==> config.mk <==
export PLATFORM = sky130hd
export DESIGN_NAME = crack_ctrl
export DESIGN_NICKNAME = d
export VERILOG_FILES = /design/src/rtl/crack_ctrl.sv
export SDC_FILE = /design/constraint.sdc
export NUM_CORES = 1
export LEC_CHECK = 0
export BUFFER_PORTS_ARGS = -buffer_cell sky130_fd_sc_hd__buf_2
export CAP_MARGIN = 10
export CORE_MARGIN = 2
export CORE_UTILIZATION = 45
export DETAILED_ROUTE_END_ITERATION = 16
export PLACE_DENSITY_LB_ADDON = 0.2
export SLEW_MARGIN = 25
export SYNTH_ARGS = -nofsm -noshare
export SYNTH_HDL_FRONTEND = slang
export SYNTH_SLANG_ARGS = --single-unit
==> constraint.sdc <==
create_clock -name clk -period 2.85 [get_ports clk]
set_input_delay 0.285 -clock clk [delete_from_list [all_inputs] [get_ports clk]]
set_output_delay 0.285 -clock clk [all_outputs]
set_load 0.1 [all_outputs]
==> src/rtl/crack_ctrl.sv <==
// crack_ctrl: walks a key range through the arc4 core and reports the first
// key whose plaintext is entirely printable. Owns the pt_mem port mux.
module crack_ctrl #(
  parameter int               KEY_W     = 24,
  parameter logic [KEY_W-1:0] KEY_START = '0,
  parameter int               KEY_STEP  = 1,
  parameter logic [KEY_W-1:0] KEY_LAST  = '1
) (
  input  logic             clk,
  input  logic             rst,
  input  logic             en,
  output logic             rdy,
  output logic [KEY_W-1:0] key,
  output logic             key_valid,
  output logic [KEY_W-1:0] keys_tried,
  output logic             arc_en,
  input  logic             arc_rdy,
  output logic [KEY_W-1:0] arc_key,
  input  logic [7:0]       arc_pt_addr,
  input  logic [7:0]       arc_pt_wrdata,
  input  logic             arc_pt_wren,
  output logic [7:0]       pt_addr,
  output logic [7:0]       pt_wrdata,
  output logic             pt_wren,
  input  logic [7:0]       pt_rddata
);

  typedef enum logic [3:0] {
    IDLE, LAUNCH, WAIT_BUSY, WAIT_DONE, RD_LEN, GET_LEN, CHECK, NEXT_KEY, DONE
  } state_t;

  state_t           state_q, state_d;
  logic             rdy_q, rdy_d;
  logic [KEY_W-1:0] key_q, key_d;
  logic             key_valid_q, key_valid_d;
  logic [KEY_W-1:0] keys_tried_q, keys_tried_d;
  logic             arc_en_q, arc_en_d;
  logic [KEY_W-1:0] arc_key_q, arc_key_d;
  logic [7:0]       ctl_addr_q, ctl_addr_d;
  logic [7:0]       len_q, len_d;
  logic [7:0]       idx_q, idx_d;

  logic             found;
  logic             byte_ok;
  logic             arc_owns_pt;
  // One extra bit so the range check cannot wrap past KEY_LAST.
  logic [KEY_W:0]   next_key_w;

  assign next_key_w = {1'b0, arc_key_q} + (KEY_W+1)'(KEY_STEP);
  assign byte_ok    = (pt_rddata >= 8'h20) && (pt_rddata <= 8'h7E);

  // Next-state and next-output logic for the search FSM.
  always_comb begin
    state_d      = state_q;
    rdy_d        = rdy_q;
    key_d        = key_q;
    key_valid_d  = key_valid_q;
    keys_tried_d = keys_tried_q;
    arc_en_d     = 1'b0;
    arc_key_d    = arc_key_q;
    ctl_addr_d   = ctl_addr_q;
    len_d        = len_q;
    idx_d        = idx_q;
    found        = 1'b0;
    case (state_q)
      IDLE, DONE: begin
        if (en) begin
          key_valid_d  = 1'b0;
          keys_tried_d = '0;
          arc_key_d    = KEY_START;
          ctl_addr_d   = 8'd0;
          rdy_d        = 1'b0;
          state_d      = LAUNCH;
        end
      end
      LAUNCH: begin
        if (arc_rdy) begin
          arc_en_d = 1'b1;
          state_d  = WAIT_BUSY;
        end
      end
      WAIT_BUSY: if (!arc_rdy) state_d = WAIT_DONE;
      WAIT_DONE: begin
        if (arc_rdy) begin
          ctl_addr_d = 8'd0;
          state_d    = RD_LEN;
        end
      end
      RD_LEN: state_d = GET_LEN;
      GET_LEN: begin
        len_d = pt_rddata;
        if (pt_rddata == 8'd0) begin
          found = 1'b1;
        end else begin
          ctl_addr_d = 8'd1;
          idx_d      = 8'd0;
          state_d    = CHECK;
        end
      end
      CHECK: begin
        // idx_q is the byte on pt_rddata; idx 0 is the pipeline fill (length byte).
        ctl_addr_d = ctl_addr_q + 8'd1;
        idx_d      = idx_q + 8'd1;
        if (idx_q != 8'd0) begin
          if (!byte_ok)            state_d = NEXT_KEY;
          else if (idx_q == len_q) found   = 1'b1;
        end
      end
      NEXT_KEY: begin
        keys_tried_d = keys_tried_q + KEY_W'(1);
        if (next_key_w > {1'b0, KEY_LAST}) begin
          rdy_d   = 1'b1;
          state_d = DONE;
        end else begin
          arc_key_d = next_key_w[KEY_W-1:0];
          state_d   = LAUNCH;
        end
      end
      default: state_d = IDLE;
    endcase
    if (found) begin
      key_d        = arc_key_q;
      key_valid_d  = 1'b1;
      keys_tried_d = keys_tried_q + KEY_W'(1);
      rdy_d        = 1'b1;
      state_d      = DONE;
    end
  end

  // State and registered outputs.
  always_ff @(posedge clk) begin
    if (rst) begin
      state_q      <= IDLE;
      rdy_q        <= 1'b1;
      key_q        <= '0;
      key_valid_q  <= 1'b0;
      keys_tried_q <= '0;
      arc_en_q     <= 1'b0;
      arc_key_q    <= KEY_START;
      ctl_addr_q   <= 8'd0;
      len_q        <= 8'd0;
      idx_q        <= 8'd0;
    end else begin
      state_q      <= state_d;
      rdy_q        <= rdy_d;
      key_q        <= key_d;
      key_valid_q  <= key_valid_d;
      keys_tried_q <= keys_tried_d;
      arc_en_q     <= arc_en_d;
      arc_key_q    <= arc_key_d;
      ctl_addr_q   <= ctl_addr_d;
      len_q        <= len_d;
      idx_q        <= idx_d;
    end
  end

  // pt_mem port: arc4 owns it while a key is being decrypted, else read-only checker.
  always_comb begin
    arc_owns_pt = (state_q == LAUNCH) || (state_q == WAIT_BUSY) || (state_q == WAIT_DONE);
    pt_addr     = arc_owns_pt ? arc_pt_addr   : ctl_addr_q;
    pt_wrdata   = arc_owns_pt ? arc_pt_wrdata : 8'd0;
    pt_wren     = arc_owns_pt & arc_pt_wren;
  end

  assign rdy        = rdy_q;
  assign key        = key_q;
  assign key_valid  = key_valid_q;
  assign keys_tried = keys_tried_q;
  assign arc_en     = arc_en_q;
  assign arc_key    = arc_key_q;

endmodule

==> flow_summary_export.csv <==
group,metric,value,unit
clocking,path_clk_slew,0.07,ns
global_routing,overflow,0,
worst_setup_path,cp-end-kind,"register",
placed_design,post-dp-hpwl,10850,microns
timing,finalWorstSetupSlack,0.1214,ns
timing,fmax,366.5,MHz
worst_setup_path,critPathSlowestCell,"or4b_1",
global_routing,grt_pass1_wl,25030,microns
worst_setup_path,cpLargestDelayFamily,"simple AND/OR/NAND/NOR gates",
final_layout,area_delta_synth_final,25.72,%
detailed_routing,wl_met1,7033,microns
timing,rsz0062_at_grt,"false",
synth,synth_area,5508,sq um
synth,synthMuxAreaShare,0.06043,
min_path,worstHoldStart,"pt_rddata[0]",
timing,setup_viol,0,
worst_setup_path,cp_num_buf_inv,1,
timing,fin_crit,2.729,ns
worst_setup_path,worstPathMaxFanout,9,
synth,synth_seq_area_share,0.3744,
detailed_routing,ant_nets,0,
floorplanning,fp.dieH,114.6,microns
clocking,tritoncts,"yes",
global_routing,antenna_found_initial,0,
placed_design,port_buffers,120,
final_layout,final_common_cell,"buf_2",
min_path,hp-class,"input pin to register",
min_path,min_to,"len_q[0]",
floorplanning,rows,40,
clocking,root_buffer,"clkbuf_16",
clocking,clk_latency,0.35,ns
detailed_routing,post_drt_via_cell_ratio,5.835,
synth,syn_area_per_cell,8.295,sq um
timing,relSlewSlack,0.4436,
global_routing,grt.total_usage,0.2344,
final_layout,layout-drive-gt1-share,0.2567,
power,ir_drop,404.6,uV
timing,final_hold_viol_count,0,
floorplanning,die-area,13140,sq um
floorplanning,core,11960,sq um
synth,synth-seq-cells,103,
clocking,cts_setup_buffers,0,
worst_setup_path,crit_chain,"ha_1 -> nand3_2 -> or4b_1 -> a21oi_1 -> o21ai_0 -> nor4_4 -> buf_4 -> a2111oi_0 -> a31o_1",
detailed_routing,num_vias,5450,
detailed_routing,topRoutingLayerUsed,"met4",
worst_setup_path,rr_worst_depth,9,
timing,final.setup.tns,0,ns
outcome,outcome,"finished clean",
synth,ys_warn_count,0,
clocking,cts.htree.levels,3,
placed_design,place_congestion,0.8817,
worst_setup_path,cp.arrival,2.98,ns
placed_design,dp.cells,918,
final_layout,final_cell_mix,"buf_2 (103), nor2_1 (88), dfxtp_1 (87)",
detailed_routing,firstDrtPassIters,7,
global_routing,grt_pass1_vias,5088,
clocking,clock_path_buffers,2,
worst_setup_path,regToRegStartpoint,"arc_key[1]",
min_path,min_path_cells,3,
timing,layout_worst_path_cycle_share,0.9574,
synth,synth_edf_count,0,
worst_setup_path,reg2reg_slack,0.12,ns
synth,synth_top_family_by_area,"simple AND/OR/NAND/NOR gates",
clocking,numCtsBuffers,9,
timing,fin_skew,0.01026,ns
clocking,clock-sinks,103,
timing,tightest_slew,0.8347,ns
worst_setup_path,critPathKind,"register to register",
job,max_cap_violations,0,
clocking,cts_resized,0,
worst_setup_path,reg2reg_to,"arc_key[16]",
floorplanning,initial_core_util,0.4605,
synth,async_flop_share,0,
worst_setup_path,cp_data_required_time,3.10,ns
synth,yosys.area_share.simple,0.2942,
global_routing,grt_max_degree,47,
detailed_routing,drt_iter0_drc,512,
worst_setup_path,critical-path-max-stage-delay,0.54,ns
detailed_routing,route.met3.wl,973,microns
final_layout,final_cells,934,
worst_setup_path,setup.worst_path.start_class,"register",
power,powerDensity,529.9,nW/um^2
detailed_routing,met2WireLength,6975,microns
final_layout,n_antenna_cell,0,
detailed_routing,wl_per_cell,16.22,microns
detailed_routing,drc,0,
final_layout,fin_util,0.5789,
synth,synth_compound_area_frac,0.1731,
final_layout,layout.nets,817,
timing,whs,0.1992,ns
power,p_leak,2.788,nW
synth,synth_ff_type,"dfxtp_1",
floorplanning,die_w,114.6,microns
floorplanning,ioPinCount,121,
clocking,cts_hold_buf,0,
synth,syn_inst,664,
timing,slew_viol_final,0,
synth,yosys.cell_types.count,73,
synth,synth_fa_ha_area_frac,0.01363,
placed_design,place_ws,0.2641,ns
synth,synth_nets,699,
synth,synthXorXnorAreaFrac,0.04612,
detailed_routing,wirelength,15150,microns
stage by stage:
| step | area (sq um) | power, mW |
|---|---|---|
| floorplan | 5533 | 2.086 |
| global placement | 6604 | 2.380 |
| detailed placement | 6604 | 2.391 |
| CTS | 6922 | 3.710 |
| global route | 6924 | 3.804 |
| finish | 6924 | 3.669 |
final cells by class:
| cell class | instances | area, sq um |
|---|---|---|
| sequential | 103 | 2087 |
| multi-input combinational | 514 | 3249 |
| inverter | 10 | 37.54 |
| clock buffer | 13 | 271.5 |
| timing repair buffer | 144 | 1049 |
| clock inverter | 3 | 46.29 |
| tap | 147 | 183.9 |
| fill | 1079 | 5037 |
worst reg2reg max path: cells and delay by family (launching register included):
family	cells	cell delay, ns
compound gates	4	0.67
fa+ha+maj	1	0.32
buf+inv	1	0.22
flops	1	0.40
simple gates	3	1.01
power breakdown:
group	leakage [nW]	total [mW]	internal (mW)	switching [mW]
Sequential	0.839	1.48	1.45	0.0270
Combinational	1.80	0.878	0.290	0.588
Clock	0.152	1.31	0.763	0.550
Total	2.79	3.67	2.50	1.16
cells by family after synthesis:
logic type / count (synthesis)
AO/OA/AOI/OAI: 141
XOR/XNOR: 29
adder cells (fa/ha/maj): 6
multiplexers: 32
AND/OR/NAND/NOR: 306
flip-flops: 103
buffers and inverters: 47
worst max path at each step:
stage / startpoint / end / depth (start not counted) / slack [ns]
after detailed placement: arc_key[1] / arc_key[16] / 9 / 0.26
after global routing: arc_key[1] / arc_key[2] / 9 / 0.02
final: arc_key[1] / arc_key[16] / 9 / 0.12
after floorplan: keys_tried[5] / keys_tried[20] / 7 / 0.01
after global placement: arc_key[1] / arc_key[16] / 9 / 0.33
after CTS: arc_key[1] / arc_key[16] / 9 / 0.15
flip-flops by register name (all words and copies together), names as in the netlist:
register and count:
arc_en 1, arc_key 24, ctl_addr_q 8, idx_q 8
key 24, key_valid 1, keys_tried 24, len_q 8
rdy 1, state_q 4
synthesized netlist by cell type, types with 3 or more instances:
cell type  count  share of area
nand3b_1       8          0.011
a31oi_1        8         0.0091
nand2b_1       9          0.010
nor2_1        89          0.061
mux2_2        10          0.020
nand2_1       67          0.046
and2_1        11          0.012
dfxtp_1      103           0.37
a2111oi_1      6          0.011
o22ai_1        4         0.0045
o21a_1         4         0.0055
o21ai_0       17          0.015
and4_1         6         0.0095
xor2_1        10          0.016
a211oi_1      10          0.014
buf_4          3         0.0041
a21oi_1       42          0.038
a311oi_1       9          0.014
nand3_1       28          0.025
a21o_1         3         0.0041
and3_1        11          0.012
nor3_1        10         0.0091
o211ai_1       3         0.0041
nor4_1        10          0.011
mux2i_1       22          0.040
nor2b_1        3         0.0034
clkbuf_1      21          0.014
buf_2         12          0.011
o31ai_1        7         0.0095
inv_1         10         0.0068
ha_1           6          0.014
or4_1          4         0.0055
or3_1          9          0.010
nand4_1       16          0.018
xnor2_1       19          0.030
a2111oi_0      4         0.0064
a31o_1         4         0.0064
per-layer routing:
| layer | vias to the layer above | track usage |
|---|---|---|
| met5 | - | 0 |
| li1 | 2663 | - |
| met1 | 2584 | 0.3195 |
| met3 | 16 | 0.05770 |
| met2 | 187 | 0.3716 |
| met4 | 0 | 0.06016 |
No activity file was read; power rests on OpenSTA's default activity.
